### config.mk
export PLATFORM = sky130hd
export DESIGN_NAME = imem_program_loader
export DESIGN_NICKNAME = d
export VERILOG_FILES = /design/src/rtl/imem_program_loader.sv
export SDC_FILE = /design/constraint.sdc
export NUM_CORES = 1
export LEC_CHECK = 0
export BUFFER_PORTS_ARGS = -buffer_cell sky130_fd_sc_hd__buf_2
export CAP_MARGIN = 25
export CORE_UTILIZATION = 40
export CTS_BUF_LIST = sky130_fd_sc_hd__clkbuf_16
export DETAILED_ROUTE_END_ITERATION = 7
export GPL_TIMING_DRIVEN = 0
export PLACE_DENSITY_LB_ADDON = 0.25
export SYNTH_ARGS = -nofsm -noshare
export SYNTH_HDL_FRONTEND = slang
export SYNTH_SLANG_ARGS = --single-unit
### constraint.sdc
create_clock -name clock -period 2.15 [get_ports clock]
set_input_delay 0.3225 -clock clock [delete_from_list [all_inputs] [get_ports clock]]
set_output_delay 0.3225 -clock clock [all_outputs]
set_load 0.005 [all_outputs]
### src/rtl/imem_program_loader.sv
// Streams instruction words into imem from address 0, holding the core in reset
// until RESET_HOLD cycles after the final write.
module imem_program_loader #(
   parameter int unsigned ADDR_WIDTH = 12,
   parameter int unsigned DATA_WIDTH = 32,
   parameter int unsigned RESET_HOLD = 4
) (
   input  logic                  clock,
   input  logic                  ctrl_reset,
   input  logic                  load_start,
   input  logic [ADDR_WIDTH:0]   load_count,
   input  logic                  in_valid,
   input  logic [DATA_WIDTH-1:0] in_data,
   output logic                  in_ready,
   output logic                  imem_wren,
   output logic [ADDR_WIDTH-1:0] imem_address,
   output logic [DATA_WIDTH-1:0] imem_data,
   output logic                  proc_reset,
   output logic                  busy,
   output logic                  done,
   output logic                  error
);

   localparam int unsigned HOLD_W = (RESET_HOLD > 1) ? $clog2(RESET_HOLD) : 1;
   localparam logic [ADDR_WIDTH:0] DEPTH = {1'b1, {ADDR_WIDTH{1'b0}}};
   localparam logic [ADDR_WIDTH:0] ONE = {{ADDR_WIDTH{1'b0}}, 1'b1};
   localparam logic [HOLD_W-1:0] HOLD_LAST = HOLD_W'(RESET_HOLD - 1);

   typedef enum logic [1:0] {IDLE, LOAD, HOLD, RUN} state_t;

   state_t              state;
   logic [ADDR_WIDTH:0] wordTotal;
   logic [ADDR_WIDTH:0] wordCnt;
   logic [ADDR_WIDTH:0] nextCnt;
   logic [HOLD_W-1:0]   holdCnt;
   logic                countValid;
   logic                accept;

   assign countValid = (load_count != '0) && (load_count <= DEPTH);
   assign nextCnt    = wordCnt + ONE;
   // in_ready is a registered copy of (state == LOAD), so accept never depends
   // combinationally on in_valid through the ready path.
   assign accept     = in_valid && in_ready;

   always_ff @(posedge clock) begin
      if (ctrl_reset) begin
         state        <= IDLE;
         wordTotal    <= '0;
         wordCnt      <= '0;
         holdCnt      <= '0;
         in_ready     <= 1'b0;
         imem_wren    <= 1'b0;
         imem_address <= '0;
         imem_data    <= '0;
         proc_reset   <= 1'b1;
         busy         <= 1'b0;
         done         <= 1'b0;
         error        <= 1'b0;
      end else begin
         imem_wren <= 1'b0;
         unique case (state)
            IDLE, RUN: begin
               if (load_start) begin
                  if (countValid) begin
                     state      <= LOAD;
                     wordTotal  <= load_count;
                     wordCnt    <= '0;
                     error      <= 1'b0;
                     in_ready   <= 1'b1;
                     busy       <= 1'b1;
                     done       <= 1'b0;
                     proc_reset <= 1'b1;
                  end else begin
                     error <= 1'b1;
                  end
               end
            end
            LOAD: begin
               if (accept) begin
                  imem_wren    <= 1'b1;
                  imem_address <= wordCnt[ADDR_WIDTH-1:0];
                  imem_data    <= in_data;
                  wordCnt      <= nextCnt;
                  if (nextCnt == wordTotal) begin
                     state    <= HOLD;
                     in_ready <= 1'b0;
                     holdCnt  <= '0;
                  end
               end
            end
            HOLD: begin
               if (holdCnt == HOLD_LAST) begin
                  state      <= RUN;
                  proc_reset <= 1'b0;
                  busy       <= 1'b0;
                  done       <= 1'b1;
               end else begin
                  holdCnt <= holdCnt + HOLD_W'(1);
               end
            end
         endcase
      end
   end

endmodule

==> results.txt <==
* Run status: finished, violations left
* Failing checks: design-rule violations, negative setup slack
- Leading cell types in the layout, fill and taps excluded: sky130_fd_sc_hd__nand2_1, sky130_fd_sc_hd__buf_2, sky130_fd_sc_hd__dfxtp_1, sky130_fd_sc_hd__a21oi_1, sky130_fd_sc_hd__nor2_1
* Ratio of routed vias to standard cells: 5.28
- Number of iterations in the first detailed-routing pass: 8
- Grouping stages by cell kind, the critical path spends the most delay in simple AND/OR/NAND/NOR gates.
- Following the worst setup path forward leads to its endpoint at state[0].
* Crit path max fanout: 4
- Clock-pin slew was measured on the worst setup and hold paths at 0.07 ns.
* Final setup viols: 5
- Half-perimeter wire length after detailed placement: 7680 um
* Critical Path Start: wordCnt[0]
* Wirelength per Cell: 14.7 um
- Summed over all cells, the static leakage comes to 1.91 nW.
- Of all flip-flops after synthesis, the portion carrying an async set or reset was 0%.
* Switching portion of total power: 31.3%
- Highest-delay cell along the critical path: sky130_fd_sc_hd__or4b_4
* Fmax: 400 MHz
- Synthesized area per cell: 7.83 sq um
* Top cells by area, synth: sky130_fd_sc_hd__dfxtp_1, sky130_fd_sc_hd__nand2_1, sky130_fd_sc_hd__a21oi_1
- Sequential share of power: 39.8%
* Total clock buffers created by CTS: 9
- After routing the design area is 0.00490 sq mm.
- Among all flip-flop cells after synthesis, the most frequent one is sky130_fd_sc_hd__dfxtp_1.
- Largest net degree at the start of global routing: 16
- Share of cells above drive strength 1: 27.1%
- Global routing consumed, over all layers together, 22.0% of the routing resources.
- The total count of max-transition violations in the final report came to 0.
- Startpoint of the worst-slack reg-to-reg timing path: wordCnt[0]
- The number of nets in the synthesized netlist is 530.
* Area Overhead vs Synth: 31.5%
- Overflow after GRT: 0
* Final number of hold-violating endpoints: 0
* Post-synthesis instance area: 0.00373 sq mm
- The clock reaches the later pin of the worst-skew pair after 0.34 ns.
* Post-layout worst setup margin: -0.352 ns
* Critical path class: register to register
* Distinct cell type count after synthesis: 52
- The clock arrives with 0.00876 ns of skew.
- Remaining number of nets flagged by the antenna check after routing: 0
* Chip Width: 98.5 um
- TritonCTS built the clock tree.
* Arrival @ worst endpoint: 2.71 ns
- The number of antenna violations at the first check in global routing came to 0.
- Sequential cells were found to cover 43.0% of the synthesized design area.
- For this run, the slowest stage of the critical path takes 0.56 ns.
* Portion of total power attributed to combinational logic: 23.0%
- Of the available clock period, the critical path in the final layout requires 116%.
- sky130_fd_sc_hd__dfxtp_1 takes more of the synthesized area than any other cell.
- For this design the total switching power over the nets is 1.28 mW.
- Clock power share: 37.2%
- Pin placement for this block handled 99 I/O pins.
* First-pass GRT wire length: 16800 um
* Power consumption: 4.08 mW
* Number of H-tree levels: 3
- DRC violation total after the first TritonRoute iteration: 154
- Worst min-delay path class: input pin to register
- Counting flops with a built-in enable in the synthesized netlist gives 0.
- Synthesis produced a netlist whose cell count is 476.
- Max-cap violations in this run came to 0.
- Data on the critical path is required at its endpoint by 2.36 ns.
* Die Span Y: 98.5 um
- Placer Congestion: 0.885
* Largest voltage drop on the vdd net: 0.000337 V
- Initial standard-cell utilization of the core: 41.9%
* Capturing point of the worst reg2reg path: state[0]
- Excluding fillers, the count of instances in the completed layout stands at 705.
- Inserted Diodes: 0
* Register-to-register setup slack: -0.35 ns
- DP Worst Slack: -0.599 ns
- Slew at the pin with the worst max-slew slack: 0.681 ns
- Share of Yosys cell area claimed by the top area cell type: 43.0%
- Largest buffer count on any clock path: 2
* DRC violation count after routing: 2
- Clk root buf: sky130_fd_sc_hd__clkbuf_16
- For this block, the via count after detailed routing is 3720.
- Core region area: 0.00889 sq mm
- Counting every sink on the clock net gives 80.
- Power per cell area: 832 mW/mm^2
- In the final design database the tool counted 646 nets.
- After layout, the minimum clock period comes to 2.50 ns.
* Nature of the critical path endpoint: register
* Cell Rows: 34
- Post-placement cell count: 681
- Number of cells on the critical path: 8
- Traced cell by cell, the critical path runs through ha_4 > xor2_1 > a311oi_1 > o2111ai_1 > or4b_4 > nor4b_4 > o21a_1 > nor3_2.
- Headroom to the max-slew limit came out at 54.2%.
* Crit path launch type: register
- YS warnings: 0
- The die covers 0.00971 sq mm.
- For this design, the CTS-stage hold fixing added 0 buffers.
- Setup repair after global routing missed its margin: true
- Wire length reported by the detailed router: 10300 um
* Most common library cell in the layout ignoring fill and taps: sky130_fd_sc_hd__nand2_1
* Synthesized flop and latch total: 80
* Vias in the first global route: 3574
- Worst Reg-to-Reg Cells: 8
- Together, buffers and inverters on the worst path number 0.
- Internal power comes to 2.80 mW.
- Total placed instance area: 0.00442 sq mm
- Buffers placed on the I/O ports in this run total 97.
-- flip-flops by register name (all words and copies together), names as in the netlist, 2 cells and up --
| signal | cells |
|---|---|
| wordTotal | 13 |
| imem_address | 12 |
| wordCnt | 13 |
| imem_data | 32 |
| holdCnt | 2 |
| state | 2 |
-- logic make-up (layout without fill, tap and decap cells) --
kind of cell               after synthesis  after routing  synth area share (%)
AOI/OAI and AO/OA                      105            105                  16.6
xor gates and xnor gates                14             14                  3.29
adders and majority gates                5              5                  1.68
buffers and inverters                   42            163                  4.57
DFF                                     80             80                  43.0
muxes                                   10             10                  2.69
and+or+nand+nor                        220            220                  28.3
-- cell type report --
class / instances / area [sq um]
Timing Repair Buffer: 108 / 568
Fill cell: 843 / 3990
Multi-Input combinational cell: 354 / 2090
Buffer: 30 / 164
Clock inverter: 6 / 50.0
Sequential cell: 80 / 1610
Tap cell: 108 / 135
Clock buffer: 10 / 250
Inverter: 9 / 33.8
-- routing by layer --
metal | global-route usage, % | vias to the layer above | part of all wire, %
met5 | 0 | - | 0
met4 | 10.9 | 0 | 2.3
met3 | 4.11 | 14 | 3.8
met2 | 37.1 | 80 | 48
met1 | 27.0 | 1757 | 46
li1 | - | 1869 | -
-- worst min path at each step --
stage | startpoint | to | cells past startpoint
after global routing | in_data[20] | imem_data[20] | 3
after global placement | imem_data[29] | imem_data[29] | 2
after detailed placement | imem_data[20] | imem_data[20] | 2
after CTS | in_data[20] | imem_data[20] | 3
final | in_data[24] | imem_data[24] | 3
after floorplan | imem_address[0] | imem_address[0] | 2
-- tightest hold or removal path, stage by stage --
cell,delay (ns)
sky130_fd_sc_hd__buf_2,0.09
sky130_fd_sc_hd__nand2_1,0.04
sky130_fd_sc_hd__a21oi_1,0.05
-- repair_timing --
item                                    in CTS  in global routing
endpoints found under the setup margin      64                 52
setup buffers                                4                  7
resized for setup                           11                 13
pin swaps                                    6                  6
-- power by group through the flow --
stage / clock, mW / sequential [mW] / combinational (mW)
2_1_floorplan: 0 / 1.64 / 0.606
3_3_place_gp: 0 / 1.65 / 0.839
3_5_place_dp: 0 / 1.66 / 0.862
4_1_cts: 1.55 / 1.62 / 0.879
5_1_grt: 1.61 / 1.63 / 1.04
6_report: 1.52 / 1.62 / 0.937
-- through the flow --
step | hold WS [ns] | utilization, % | setup TNS, ns
after floorplan | 0.453 | - | -0.188
after global placement | 0.440 | 49.7 | -12.30
after detailed placement | 0.444 | 49.7 | -16.55
after CTS | 0.207 | 53.9 | -1.33
after global routing | 0.204 | 55.1 | -1.98
final | 0.213 | 55.1 | -1.52
-- synth_stat cells, types with 2 or more instances --
library cell	n
sky130_fd_sc_hd__a21oi_1	60
sky130_fd_sc_hd__a2bb2oi_1	2
sky130_fd_sc_hd__a311oi_1	2
sky130_fd_sc_hd__a31oi_1	3
sky130_fd_sc_hd__and2_1	2
sky130_fd_sc_hd__and3_1	2
sky130_fd_sc_hd__buf_1	3
sky130_fd_sc_hd__buf_2	8
sky130_fd_sc_hd__clkbuf_1	20
sky130_fd_sc_hd__clkbuf_2	2
sky130_fd_sc_hd__dfxtp_1	80
sky130_fd_sc_hd__ha_1	5
sky130_fd_sc_hd__inv_1	9
sky130_fd_sc_hd__mux2i_1	10
sky130_fd_sc_hd__nand2_1	105
sky130_fd_sc_hd__nand2b_1	2
sky130_fd_sc_hd__nand3_1	9
sky130_fd_sc_hd__nand3b_1	5
sky130_fd_sc_hd__nand4_1	5
sky130_fd_sc_hd__nand4b_1	2
sky130_fd_sc_hd__nor2_1	39
sky130_fd_sc_hd__nor2b_1	7
sky130_fd_sc_hd__nor3_1	11
sky130_fd_sc_hd__nor3_2	3
sky130_fd_sc_hd__nor3b_1	2
sky130_fd_sc_hd__nor4_1	10
sky130_fd_sc_hd__o211ai_1	3
sky130_fd_sc_hd__o21a_1	2
sky130_fd_sc_hd__o21ai_0	16
sky130_fd_sc_hd__o221ai_1	3
sky130_fd_sc_hd__o22a_1	3
sky130_fd_sc_hd__or3_1	9
sky130_fd_sc_hd__xnor2_1	9
sky130_fd_sc_hd__xor2_1	5
Power figures use the tool's default switching activity.
